--- src/rtl/mem_hex_dumper.sv ---
// mem_hex_dumper: walks a memory address range and streams each word as an upper-case ASCII
// hex line (memh.txt format). Define MEM_DUMP_ADDR_EN to prefix the dump with an "@addr" line.
module mem_hex_dumper #(
    parameter int DATA_W = 16,
    parameter int ADDR_W = 4
) (
    input  logic              clk,
    input  logic              rst_n,
    input  logic              start,
    input  logic [ADDR_W-1:0] start_addr,
    input  logic [ADDR_W-1:0] end_addr,
    output logic              busy,
    output logic              done,
    output logic              mem_rd_en,
    output logic [ADDR_W-1:0] mem_addr,
    input  logic [DATA_W-1:0] mem_rd_data,
    output logic              tx_valid,
    output logic [7:0]        tx_data,
    input  logic              tx_ready
);
    localparam int NIB = DATA_W / 4;
`ifdef MEM_DUMP_ADDR_EN
    localparam int ANIB  = (ADDR_W + 3) / 4;
    localparam int AW4   = ANIB * 4;
    localparam int CNT_W = $clog2(((NIB > ANIB) ? NIB : ANIB) + 2);
`else
    localparam int CNT_W = $clog2(NIB + 1);
`endif

    typedef enum logic [2:0] {
        S_IDLE,
`ifdef MEM_DUMP_ADDR_EN
        S_ADDR,
        S_ADDR_NL,
`endif
        S_READ,
        S_WAIT,
        S_EMIT,
        S_NL,
        S_FIN
    } state_t;

`ifdef MEM_DUMP_ADDR_EN
    localparam state_t S_FIRST = S_ADDR;
`else
    localparam state_t S_FIRST = S_READ;
`endif

    state_t              state_reg, state_next;
    logic [ADDR_W-1:0]   addr_reg;
    logic [ADDR_W-1:0]   end_reg;
    logic                desc_reg;
    logic [DATA_W-1:0]   word_reg;
    logic [CNT_W-1:0]    cnt_reg;
`ifdef MEM_DUMP_ADDR_EN
    logic [AW4-1:0]      aword_reg;
`endif
    logic                start_ok;

    function automatic logic [7:0] hex_char(input logic [3:0] n);
        hex_char = (n < 4'd10) ? (8'h30 + {4'h0, n}) : (8'h37 + {4'h0, n});
    endfunction

    // A start is honoured whenever busy is low, which includes the FIN cycle.
    assign start_ok = start && (state_reg == S_IDLE || state_reg == S_FIN);
    assign mem_addr = addr_reg;

    always_ff @(posedge clk or negedge rst_n) begin
        if (!rst_n) begin
            state_reg <= S_IDLE;
        end else begin
            state_reg <= state_next;
        end
    end

    always_comb begin
        state_next = state_reg;
        busy       = 1'b0;
        done       = 1'b0;
        mem_rd_en  = 1'b0;
        tx_valid   = 1'b0;
        tx_data    = 8'h00;
        case (state_reg)
            S_IDLE: begin
                if (start_ok) state_next = S_FIRST;
            end
`ifdef MEM_DUMP_ADDR_EN
            S_ADDR: begin
                busy     = 1'b1;
                tx_valid = 1'b1;
                tx_data  = (cnt_reg == '0) ? 8'h40 : hex_char(aword_reg[AW4-1 -: 4]);
                if (tx_ready && cnt_reg == CNT_W'(ANIB)) state_next = S_ADDR_NL;
            end
            S_ADDR_NL: begin
                busy     = 1'b1;
                tx_valid = 1'b1;
                tx_data  = 8'h0A;
                if (tx_ready) state_next = S_READ;
            end
`endif
            S_READ: begin
                busy       = 1'b1;
                mem_rd_en  = 1'b1;
                state_next = S_WAIT;
            end
            S_WAIT: begin
                busy       = 1'b1;
                state_next = S_EMIT;
            end
            S_EMIT: begin
                busy     = 1'b1;
                tx_valid = 1'b1;
                tx_data  = hex_char(word_reg[DATA_W-1 -: 4]);
                if (tx_ready && cnt_reg == CNT_W'(NIB - 1)) state_next = S_NL;
            end
            S_NL: begin
                busy     = 1'b1;
                tx_valid = 1'b1;
                tx_data  = 8'h0A;
                if (tx_ready) state_next = (addr_reg == end_reg) ? S_FIN : S_READ;
            end
            S_FIN: begin
                done       = 1'b1;
                state_next = start_ok ? S_FIRST : S_IDLE;
            end
            default: state_next = S_IDLE;
        endcase
    end

    // Datapath: the word buffer shifts left one nibble per transferred digit.
    always_ff @(posedge clk or negedge rst_n) begin
        if (!rst_n) begin
            addr_reg  <= '0;
            end_reg   <= '0;
            desc_reg  <= 1'b0;
            word_reg  <= '0;
            cnt_reg   <= '0;
`ifdef MEM_DUMP_ADDR_EN
            aword_reg <= '0;
`endif
        end else begin
            if (start_ok) begin
                addr_reg  <= start_addr;
                end_reg   <= end_addr;
                desc_reg  <= (start_addr > end_addr);
                cnt_reg   <= '0;
`ifdef MEM_DUMP_ADDR_EN
                aword_reg <= AW4'(start_addr);
`endif
            end
            case (state_reg)
`ifdef MEM_DUMP_ADDR_EN
                S_ADDR: begin
                    if (tx_ready) begin
                        cnt_reg <= cnt_reg + CNT_W'(1);
                        if (cnt_reg != '0) aword_reg <= aword_reg << 4;
                    end
                end
`endif
                S_WAIT: begin
                    word_reg <= mem_rd_data;
                    cnt_reg  <= '0;
                end
                S_EMIT: begin
                    if (tx_ready) begin
                        word_reg <= word_reg << 4;
                        cnt_reg  <= cnt_reg + CNT_W'(1);
                    end
                end
                S_NL: begin
                    if (tx_ready && addr_reg != end_reg) begin
                        addr_reg <= desc_reg ? (addr_reg - ADDR_W'(1)) : (addr_reg + ADDR_W'(1));
                    end
                end
                default: ;
            endcase
        end
    end
endmodule
--- config.mk ---
export PLATFORM = sky130hd
export DESIGN_NAME = mem_hex_dumper
export DESIGN_NICKNAME = d
export VERILOG_FILES = /design/src/rtl/mem_hex_dumper.sv
export SDC_FILE = /design/constraint.sdc
export NUM_CORES = 1
export LEC_CHECK = 0
export BUFFER_PORTS_ARGS = -buffer_cell sky130_fd_sc_hd__buf_2
export CAP_MARGIN = 30
export CORE_MARGIN = 2
export CORE_UTILIZATION = 53
export DETAILED_ROUTE_END_ITERATION = 12
export GPL_ROUTABILITY_DRIVEN = 0
export PLACE_DENSITY = 0.79
export SYNTH_ARGS = -nofsm -noshare
export SYNTH_HDL_FRONTEND = slang
export SYNTH_SLANG_ARGS = --single-unit
--- constraint.sdc ---
create_clock -name clk -period 2 [get_ports clk]
set_input_delay 0.1 -clock clk [delete_from_list [all_inputs] [get_ports clk]]
set_output_delay 0.1 -clock clk [all_outputs]
set_load 0.02 [all_outputs]
=== Word level (Yosys, flattened, before mapping) ===
Cells that the tools add are included.

* Output and inout port bits: 16
* Register bits after elaboration: 31
* Input bits: 28

* Multiplexer cells: 21
* Add/sub/neg operators: 5
* Equal/unequal tests: 12
* Reduce and logical (&&, ||, !) cells: 10
* Order comparisons: 2

{| class="wikitable"
|+ Operators by type and width
! cell !! count
|-
| $pmux 16 s2 || 1
|-
| $mux 3 || 6
|-
| $pmux 3 s6 || 1
|-
| $mux 16 || 1
|-
| $mux 4 || 4
|-
| $add 6x4->7 const A || 2
|-
| $pmux 7 s2 || 1
|-
| $eq 3x2->1 const B || 3
|-
| $ne 2x2->1 const B || 4
|-
| $mux 7 || 1
|-
| $eq 3x3->1 const B || 2
|-
| $pmux 3 s2 || 1
|-
| $mux 1 || 5
|-
| $add 4x1->4 const B || 1
|-
| $eq 4x4->1 || 1
|-
| $gt 4x4->1 || 1
|-
| $lt 4x4->1 const B || 1
|-
| $ne 4x4->1 || 1
|-
| $reduce_or 4->1 || 1
|-
| $sub 4x1->4 const B || 1
|-
| $add 3x1->3 const B || 1
|-
| $eq 3x1->1 const B || 1
|-
| $logic_and 1x1->1 || 3
|-
| $logic_not 3->1 || 1
|-
| 5 further kinds || 5
|}

=== Longest topological paths before layout ===
Gate-level depths: netlist of run 1.

* Word-level depth: 6
* Mapped depth: 6

=== Worst setup path after synthesis of run 1 ===
No wires, ideal clock.

* Path type: reg2reg
* From: register addr_reg[1] (netlist: mem_addr[1])
* To: register addr_reg[3] (netlist: mem_addr[3])
* Cell stages (with the launch flop): 6
* Setup time: 79 ps
* Buffers on the path: 0
* Data required time: 1921 ps
* Slack: 356 ps
* Arrival time: 1564 ps
* Period minus slack after synthesis: 1644 ps
* Path through: dfrtp_1 -> ha_1 -> a211oi_1 -> nor3_1 -> nor4_1 -> mux2i_1

* Longest elaborated chain between the ends: 4

{| class="wikitable"
|+ Ends and longest elaborated chain
! element !! RTL line !! source
|-
| from (decl) || 50 || <nowiki>logic [ADDR_W-1:0] addr_reg;</nowiki>
|-
| from (signal assigned) || 143 || <nowiki>addr_reg <= start_addr;</nowiki>
|-
| from (signal assigned) || 172 || <nowiki>addr_reg <= desc_reg ? (addr_reg - ADDR_W'(1)) : (addr_reg + ADDR_W'(1));</nowiki>
|-
| $add 4x1->4, or another cell as far along || 172 ||
|-
| $mux 4 / $logic_and 1x1->1 (equally long branches) || 172, 171 ||
|-
| $mux 4 * || 171 || <nowiki>if (tx_ready && addr_reg != end_reg) begin</nowiki>
|-
| $mux 4 * || 151 || <nowiki>case (state_reg)</nowiki>
|}

Mark *: on every way between the ends. The rest lies on a longest branch, timed or not.
A chain may end at the register's enable or synchronous reset.

=== Worst setup path in the final report of run 1 ===
* From: register state_reg[2]
* To: output tx_data[1]

* Longest elaborated chain between the ends: 2

{| class="wikitable"
|+ Ends and longest elaborated chain
! element !! RTL line !! source
|-
| from (decl) || 49 || <nowiki>state_t state_reg, state_next;</nowiki>
|-
| from (signal assigned) || 72 || <nowiki>state_reg <= state_next;</nowiki>
|-
| $eq 3x3->1 / $eq 3x2->1 (equally long branches) || 83 || <nowiki>case (state_reg)</nowiki>
|-
| $pmux 7 s2 * || 83 ||
|-
| to (decl) || 18 || <nowiki>output logic [7:0] tx_data,</nowiki>
|}

Marked as above.

==> metrics.txt, run 1 <==
status=finished, final reports clean; Clk network pwr share=18.0%; Net Sw Frac=42.0%; Yosys warnings=0; total clock buffers created by CTS=5; H-tree depth=2; max reg flops=16; Crit. path cell count=4; critical path class=flip-flop to primary output; relative slew slack=52.9%; Worst-path clk slew=0.11 ns; Syn Area/Cell=9.06 um^2; top cell family by delay on the critical path=simple AND/OR/NAND/NOR gates; Clock Path Buffers=2; root buf cell=clkbuf_4; CP peak stage delay=0.51 ns; Seq pwr share=35.3%; area of the multi-input gates=897 um^2; number of flops mapped to enable cells by yosys=0; GR Overflow Total=0; met3 Use GR=4.76%; LEAKAGE=1.06 nW; reg2reg end=mem_addr[3]; post-DR vias/cell=5.19; effective utilization at floorplan=54.1%; fin. max-slew vios=0; DRT iter0 DRCs=104; DRC=0; Synth Flop Type=dfrtp_1; gr usage total=21.6%; clk sinks=31; Area after DPL=2020 um^2; DIE WIDTH=61.9 um; met1 GRT Util=29.8%; R2R depth=5; global-route wire length before repair=6020 um; ys async rst share=100%; crit path cell chain=nand2b_2 -> or2_2 -> o21ai_0 -> buf_2; Highest Clock Rate=0.527 GHz; Hold Path Class=input port to flip-flop; DRT Pass-1 Iters=4; clk_skew=0.0115 ns; Comb power frac=46.8%; CP Data Arrival Time=1.80 ns; sequential element share of the synthesized area=43.7%; slowest cell on the critical path=dfrtp_1; crit share post-route=95.0%; R2R Setup Slk=0.34 ns; GR peak layer=met2; Antenna Violating Nets Remaining=0; HPWL after DPL=2610 um; Ports=44; switching pwr=1.22 mW; largest net degree at the start of global routing=32; initial antenna violation count=0; Crit Reg-Reg Startpoint=mem_addr[1]; Synth Instances=196; Worst Setup SP=state_reg[2]; internal power=1.69 mW; fin util=65.0%; vias after detailed routing=1496; Worst Path Required=1.90 ns; Clock Latency Late Sink=0.33 ns; PD cells=1360 nW/um^2; maxcap violations=0; Slew @ Worst Pin=0.706 ns; share of cells above drive strength 1=25.2%; TritonCTS clock tree=built; crit path max fanout=11; startpoint types=flip-flop; GR Layer Usage met2=34.6%; Worst Setup EP=tx_data[1]; WL final=3660 um; Mapped Nets=234; antenna cells=0; final instance area=2140 um^2; number of distinct library cells after synthesis=41; Seq cells post-synth=31; area of the mapped netlist=1780 um^2; Final nets=279; I/O Buffers=42; WP buf/inv=1; fin crit period=1.90 ns; Final Hold Viols=0; Resize count post-CTS=0; Filler cells=268; setup_tns=0 ns; Worst Hold Depth=3; P&R area growth vs syn=20.2%; final worst slack=0.101 ns; core area=3280 um^2; Critical Path End Type=primary output; Register Area=776 um^2; Hold Slack=0.000391 ns; vias in the first global route=1354; RSZ-0062 raised after global routing=false; worst vdd ir=0.000757 V; endpoints failing setup=0; pre-CTS WS=0.377 ns; die area=3830 um^2; Avg WL per Cell=12.7 um; die height=61.9 um; Rows=21
[per-stage QoR]
stage,power [mW],cells
detailed placement,2.39,277
floorplan,2.03,196
global route,3.18,288
finish,2.91,288
global placement,2.35,277
CTS,2.92,288
[layer usage]
| metal | vias to the layer above | routed length (um) |
|---|---|---|
| li1 | 777 | - |
| met1 | 674 | 1820 |
| met2 | 38 | 1620 |
| met3 | 7 | 166 |
| met4 | 0 | 51 |
| met5 | - | 0 |
[worst reg2reg max path, cell delays in order (launching register included)]
cell      delay (ns)
dfrtp_1         0.46
ha_1            0.31
a211oi_1        0.29
nor3_1          0.09
nor4_1          0.24
mux2i_1         0.21
[synth_stat cells (3+ instances only)]
master | number | area share, %
dfrtp_1 | 31 | 44
buf_2 | 6 | 1.7
xor2_1 | 5 | 2.5
a21oi_1 | 9 | 2.5
ha_1 | 9 | 6.3
nor2_1 | 17 | 3.6
o22ai_1 | 13 | 4.6
o21ai_0 | 18 | 5.1
and3_1 | 3 | 1.1
mux2i_1 | 6 | 3.4
nand2_1 | 25 | 5.3
inv_1 | 15 | 3.2
[power by group through the flow]
stage	Clock (mW)	Sequential, mW	Combinational [mW]
5_1_grt	0.556	1.06	1.56
2_1_floorplan	0	1.02	1.02
4_1_cts	0.528	1.02	1.37
3_5_place_dp	0	1.03	1.36
6_report	0.522	1.03	1.36
3_3_place_gp	0	1.02	1.33
[cell families (layout without fill, tap and decap cells)]
logic type / after synthesis / after routing / share of synthesized area [%]
AND/OR/NAND/NOR: 59 / 59 / 14.9
AO/OA/AOI/OAI: 57 / 57 / 20.8
flip-flops: 31 / 31 / 43.7
buffers and inverters: 25 / 71 / 6.13
adder cells (fa/ha/maj): 10 / 10 / 7.46
XOR/XNOR: 7 / 7 / 3.45
multiplexers: 6 / 6 / 3.38
other: 1 / 1 / 0.211
[area by class of cell]
| type | instances | share of cell area [%] |
|---|---|---|
| multi-input cells | 140 | 42.0 |
| flip-flops and latches | 31 | 36.3 |
| repair buffers | 48 | 12.3 |
| well taps | 46 | 2.69 |
| inverters | 15 | 2.64 |
| clock buffers | 6 | 2.40 |
| clock inverters | 2 | 1.64 |
[worst min-delay path by stage]
| stage | startpoint | endpoint | slack [ns] |
|---|---|---|---|
| finish | mem_rd_data[0] | word_reg[0] | 0.0004 |
| global placement | rst_n | mem_addr[2] | 0.18 |
| detailed placement | rst_n | mem_addr[2] | 0.18 |
| CTS | mem_rd_data[0] | word_reg[0] | 0.003 |
| floorplan | rst_n | cnt_reg[0] | -0.20 |
| global route | mem_rd_data[2] | word_reg[2] | 0.02 |
[what timing repair did]
action | CTS | global route
buffers inserted | 0 | 0
hold buffers | 3 | 0
endpoints found under the hold margin | 33 | 0
[placed cells by master (no fill, tap or decap), drive strengths merged, types with 6 or more instances in the layout]
cell | Yosys | final
o21ai | 20 | 20
dfrtp | 31 | 31
nor2 | 18 | 18
buf | 8 | 45
nand2 | 25 | 25
mux2i | 6 | 6
clkbuf | 2 | 6
a21oi | 9 | 9
inv | 15 | 15
o22ai | 13 | 13
ha | 9 | 9
Power figures use the tool's default switching activity.
==> inputs of run 2 (changes only) <==
BUFFER_PORTS_ARGS = -buffer_cell sky130_fd_sc_hd__clkbuf_2   (was -buffer_cell sky130_fd_sc_hd__buf_2)
CORE_MARGIN = not set   (was 2)
==> run 2 against run 1 <==
Die area is 6.4% lower; first-iteration DRC count is 12% higher; total power grew 0.45%; sequential power is essentially flat; critical path type unchanged; largest cell class unchanged.
==> metrics.txt, run 2 (synthesis gave the netlist of run 1 again) <==
status=finished, final reports clean (unchanged); slowest cell on the critical path=dfrtp_2 (was dfrtp_1); RSZ-0062 raised after global routing=false (unchanged); gr usage total=23.0% (was 21.6%); Non-Filler Instances=289 (was 288); Ports=44 (unchanged); post-DR vias/cell=5.25 (was 5.19); crit path max fanout=11 (unchanged); H-tree depth=2 (unchanged); Filler cells=276 (was 268); root buf cell=clkbuf_4 (unchanged); vias in the first global route=1347 (was 1354); GR Overflow Total=0 (unchanged); endpoints failing setup=0 (unchanged); clk_skew=0.00519 ns (was 0.0115 ns); Final Power=2.92 mW (was 2.91 mW); clk sinks=31 (unchanged); Avg WL per Cell=12.4 um (was 12.7 um); worst vdd ir=0.000698 V (was 0.000757 V); Final Hold Viols=0 (unchanged); Seq pwr share=35.2% (was 35.3%); largest net degree at the start of global routing=32 (unchanged); TritonCTS clock tree=built (unchanged); Hold Slack=0.0193 ns (was 0.000391 ns); Slew @ Worst Pin=0.738 ns (was 0.706 ns); most frequent cells in the layout=42 x clkbuf_2, 30 x dfrtp_1, 25 x nand2_1 (was 42 x buf_2, 31 x dfrtp_1, 25 x nand2_1); fin crit period=1.89 ns (was 1.90 ns); most common cell after layout, fill and taps aside=clkbuf_2 (was buf_2); final worst slack=0.109 ns (was 0.101 ns); Clk network pwr share=17.6% (was 18.0%); WP buf/inv=1 (unchanged); DRT iter0 DRCs=116 (was 104); PD cells=1350 nW/um^2 (was 1360 nW/um^2); Highest Clock Rate=0.529 GHz (was 0.527 GHz); die area=3590 um^2 (was 3830 um^2); setup_tns=0 ns (unchanged); Worst-path clk slew=0.10 ns (was 0.11 ns); Net Sw Frac=41.7% (was 42.0%); maxcap violations=0 (unchanged); Clock Path Buffers=2 (unchanged); switching pwr=1.22 mW (about the same); HPWL after DPL=2590 um (was 2610 um); Clock Latency Late Sink=0.33 ns (about the same); DRT Pass-1 Iters=4 (unchanged); max reg flops=16 (unchanged); LEAKAGE=1.07 nW (was 1.06 nW); antenna cells=0 (unchanged); effective utilization at floorplan=56.8% (was 54.1%); I/O Buffers=42 (unchanged); Antenna Violating Nets Remaining=0 (unchanged); pre-CTS WS=0.302 ns (was 0.377 ns); CP peak stage delay=0.48 ns (was 0.51 ns); top cell family by delay on the critical path=simple AND/OR/NAND/NOR gates (unchanged); Rows=20 (was 21); initial antenna violation count=0 (unchanged); CP Data Arrival Time=1.79 ns (was 1.80 ns); Critical Path End Type=primary output (unchanged); crit path cell chain=nand2b_2 -> or2_2 -> o21ai_0 -> clkbuf_2 (was nand2b_2 -> or2_2 -> o21ai_0 -> buf_2); WL final=3580 um (was 3660 um); startpoint types=flip-flop (unchanged); Final nets=282 (was 279); crit share post-route=94.5% (was 95.0%); total clock buffers created by CTS=5 (unchanged); P&R area growth vs syn=21.7% (was 20.2%); Comb power frac=47.3% (was 46.8%); die height=59.9 um (was 61.9 um); Hold Path Class=input port to flip-flop (unchanged); DIE WIDTH=59.9 um (was 61.9 um); Cells after DPL=276 (was 277); relative slew slack=50.8% (was 52.9%); core area=3130 um^2 (was 3280 um^2); Worst Path Required=1.90 ns (about the same); fin. max-slew vios=0 (unchanged); vias after detailed routing=1518 (was 1496); DRC=0 (unchanged); global-route wire length before repair=6010 um (was 6020 um); share of cells above drive strength 1=25.7% (was 25.2%); internal power=1.70 mW (was 1.69 mW); critical path class=flip-flop to primary output (unchanged)
## run 2: cell count changes in the layout (fill, tap and decap cells not counted)
cell | before | now
clkbuf_2 | 0 | 42
dfrtp_2 | 0 | 1
buf_4 | 3 | 4
dlygate4sd3_1 | 3 | 5
buf_2 | 42 | 0
dfrtp_1 | 31 | 30
## run 2: stage by stage
stage          instance area [um^2]  util (%)
5_1_grt                        2160      69.1
3_3_place_gp                   2020      64.7
6_report                       2160      69.1
4_1_cts                        2160      69.1
2_1_floorplan                  1780         -
3_5_place_dp                   2020      64.7
## run 2: power by group through the flow
stage / Clock, mW / Combinational (mW) / Sequential [mW]
global route: 0.552 / 1.56 / 1.06
finish: 0.513 / 1.38 / 1.03
global placement: 0 / 1.35 / 1.03
floorplan: 0 / 1.02 / 1.02
CTS: 0.521 / 1.38 / 1.02
detailed placement: 0 / 1.37 / 1.04
## run 2: tightest hold or removal path: cells and delay by family
kind | cells | cell delay, ns
AND/OR/NAND/NOR | 1 | 0.09
buffers and inverters | 1 | 0.07
AO/OA/AOI/OAI | 1 | 0.05
## run 2: final timing paths
path | from | endpoint | slack (ns) | cells past startpoint
setup reg to reg | mem_addr[1] | mem_addr[3] | 0.27 | 5
max in group asynchronous | rst_n | state_reg[2] | 1.14 | 2
min in group asynchronous | rst_n | word_reg[14] | 0.35 | 2
setup / recovery | state_reg[2] | tx_data[1] | 0.11 | 4
hold / removal | mem_rd_data[3] | word_reg[3] | 0.02 | 3
hold reg to reg | word_reg[11] | word_reg[11] | 0.50 | 2
## run 2: layer usage
| layer | up-vias | routed length, um | GRT usage, % | part of all wire (%) |
|---|---|---|---|---|
| li1 | 786 | - | - | - |
| met5 | - | 0 | 0 | 0 |
| met1 | 690 | 1810 | 31.3 | 50 |
| met4 | 0 | 48 | 6.98 | 1.3 |
| met3 | 5 | 156 | 6.93 | 4.4 |
| met2 | 37 | 1570 | 35.4 | 44 |
## run 2: what timing repair did
action | 4_1_cts | 5_1_grt
setup endpoints to repair | 0 | 2
setup buffers | 0 | 0
hold buffers | 5 | 0
resized for setup | 0 | 1
endpoints found under the hold margin | 35 | 0
## run 2: cell type report
class	count	area [um^2]	share of cell area (%)
Timing Repair Buffer	51	290	13.4
Inverter	15	56.3	2.60
Multi-Input combinational cell	140	897	41.5
Sequential cell	31	777	35.9
Clock buffer	6	51.3	2.37
Clock inverter	2	35.0	1.62
Tap cell	44	55.1	2.55
==> inputs of run 3 (changes only) <==
GPL_TIMING_DRIVEN = 0   (was not set)
==> run 3 against run 2 <==
Clock skew is 0.0053 ns higher; total power is 4.3% lower; critical path depth rose by 1; via count is 3.8% higher; clock power is 27% lower; sequential cell count unchanged; final cell count up 2.4%; sequential power about the same; non-clock buffer count grew 7; register-to-register slack worse by 0.09 ns; die area is the same.
==> metrics.txt, run 3 (synthesis gave the netlist of run 1 again) <==
status=finished, final reports clean (unchanged); die area=3590 um^2 (unchanged); antenna cells=0 (unchanged); Crit. path cell count=5 (was 4); Hold Crit Endpoint=end_reg[1] (was word_reg[3]); clk_skew=0.0105 ns (was 0.00519 ns); root buf cell=clkbuf_4 (unchanged); setup_tns=0 ns (unchanged); Clock Path Buffers=2 (unchanged); reg2reg end=mem_addr[3] (unchanged); DRT Pass-1 Iters=4 (unchanged); switching pwr=1.26 mW (was 1.22 mW); Area after DPL=2040 um^2 (was 2020 um^2); DRT iter0 DRCs=91 (was 116); endpoints failing setup=0 (unchanged); Worst Path Required=1.90 ns (about the same); worst vdd ir=0.000647 V (was 0.000698 V); Crit Reg-Reg Startpoint=mem_addr[1] (unchanged); Register Area=777 um^2 (unchanged); critical path class=flip-flop to primary output (unchanged); Final nets=289 (was 282); Cells after DPL=282 (was 276); Non-Filler Instances=296 (was 289); Comb power frac=50.3% (was 47.3%); core area=3130 um^2 (unchanged); Clock Latency Late Sink=0.34 ns (was 0.33 ns); WL final=3730 um (was 3580 um); Seq pwr share=36.4% (was 35.2%); LEAKAGE=1.08 nW (was 1.07 nW); share of cells above drive strength 1=26.2% (was 25.7%); Antenna Violating Nets Remaining=0 (unchanged); relative slew slack=50.2% (was 50.8%); vias after detailed routing=1575 (was 1518); CP Data Arrival Time=1.78 ns (was 1.79 ns); crit share post-route=94.0% (was 94.5%); Highest Clock Rate=0.532 GHz (was 0.529 GHz); crit path cell chain=inv_1 -> or2_2 -> clkbuf_1 -> o21ai_0 -> clkbuf_2 (was nand2b_2 -> or2_2 -> o21ai_0 -> clkbuf_2); final worst slack=0.120 ns (was 0.109 ns); effective utilization at floorplan=56.8% (unchanged); Hold Slack=0.0290 ns (was 0.0193 ns); Clk network pwr share=13.3% (was 17.6%); max reg flops=16 (unchanged); I/O Buffers=42 (unchanged); Avg WL per Cell=12.6 um (was 12.4 um); CP peak stage delay=0.46 ns (was 0.48 ns); largest net degree at the start of global routing=32 (unchanged); Slew @ Worst Pin=0.747 ns (was 0.738 ns); die height=59.9 um (unchanged); initial antenna violation count=0 (unchanged); pre-CTS WS=0.157 ns (was 0.302 ns); Hold Path Class=input port to flip-flop (unchanged); Worst Hold Depth=3 (unchanged); worst hold start=end_addr[1] (was mem_rd_data[3]); WP buf/inv=3 (was 1); maxcap violations=0 (unchanged); Rows=20 (unchanged); most frequent cells in the layout=42 x clkbuf_2, 30 x dfrtp_1, 25 x nand2_1 (unchanged); TritonCTS clock tree=built (unchanged); fin crit period=1.88 ns (was 1.89 ns); DRC=0 (unchanged); Final Hold Viols=0 (unchanged); total clock buffers created by CTS=5 (unchanged); slowest cell on the critical path=dfrtp_1 (was dfrtp_2); gr usage total=23.7% (was 23.0%); internal power=1.54 mW (was 1.70 mW); P&R area growth vs syn=21.9% (was 21.7%); crit path max fanout=7 (was 11); GR Overflow Total=0 (unchanged); Worst-path clk slew=0.10 ns (about the same); Critical Path End Type=primary output (unchanged); top cell family by delay on the critical path=buffers and inverters (was simple AND/OR/NAND/NOR gates); startpoint types=flip-flop (unchanged); most common cell after layout, fill and taps aside=clkbuf_2 (unchanged); H-tree depth=2 (unchanged); HPWL after DPL=2680 um (was 2590 um); global-route wire length before repair=6170 um (was 6010 um); PD cells=1290 nW/um^2 (was 1350 nW/um^2); vias in the first global route=1376 (was 1347); fin. max-slew vios=0 (unchanged); post-DR vias/cell=5.32 (was 5.25); Ports=44 (unchanged); RSZ-0062 raised after global routing=false (unchanged); Filler cells=269 (was 276); R2R Setup Slk=0.18 ns (was 0.27 ns); clk sinks=31 (unchanged); R2R depth=5 (unchanged); Net Sw Frac=44.9% (was 41.7%); DIE WIDTH=59.9 um (unchanged); area of the multi-input gates=897 um^2 (unchanged); final instance area=2170 um^2 (was 2160 um^2)
[run 3: cell count changes in the layout (fill, tap and decap cells not counted), sizes merged]
cell | previous run | this run
bufinv | 1 | 0
clkinvlp | 0 | 2
clkbuf | 48 | 49
dlygate4sd3 | 5 | 6
buf | 4 | 8
[run 3: worst max path at each step]
stage | startpoint | to | slack, ns
floorplan | mem_addr[1] | mem_addr[3] | 0.36
global placement | mem_addr[1] | mem_addr[3] | 0.25
detailed placement | mem_addr[1] | mem_addr[3] | 0.16
CTS | state_reg[0] | tx_data[3] | 0.04
global route | state_reg[1] | tx_data[1] | 0.01
finish | state_reg[1] | tx_data[1] | 0.12
[run 3: final cells by class]
class / count / area share (%)
buffer: 10 / 2.43
clock buffer: 5 / 1.73
clock inverter: 3 / 0.924
inverter: 15 / 2.60
multi-input combinational: 140 / 41.4
sequential: 31 / 35.9
tap: 44 / 2.54
timing repair buffer: 48 / 12.5
[run 3: power groups by stage]
stage	registers (mW)	clock network [mW]	logic, mW
3_5_place_dp	1.03	0	1.39
3_3_place_gp	1.02	0	1.35
4_1_cts	1.01	0.378	1.40
5_1_grt	1.05	0.402	1.59
6_report	1.02	0.372	1.41
2_1_floorplan	1.02	0	1.02
[run 3: metal layers]
metal  wire length (um)  track usage (%)
met3                174             6.49
met2               1660             35.4
met4                102             12.0
met1               1800             31.5
met5                  0                0
[run 3: stage by stage]
step | total power, mW | util (%)
final | 2.80 | 69.2
after global routing | 3.04 | 69.2
after CTS | 2.79 | 69.0
after detailed placement | 2.41 | 65.3
after global placement | 2.37 | 65.3
after floorplan | 2.03 | -
[run 3: what timing repair did]
action	in CTS	in global routing
gates resized for setup	0	2
hold buffers	6	0
setup endpoints to repair	0	3
endpoints found under the hold margin	36	0
setup buffers	0	0
[run 3: tightest hold or removal path, delay by kind of cell]
kind                   cells  cell delay, ns
buffers and inverters      2            0.15
AOI/OAI and AO/OA          1            0.08
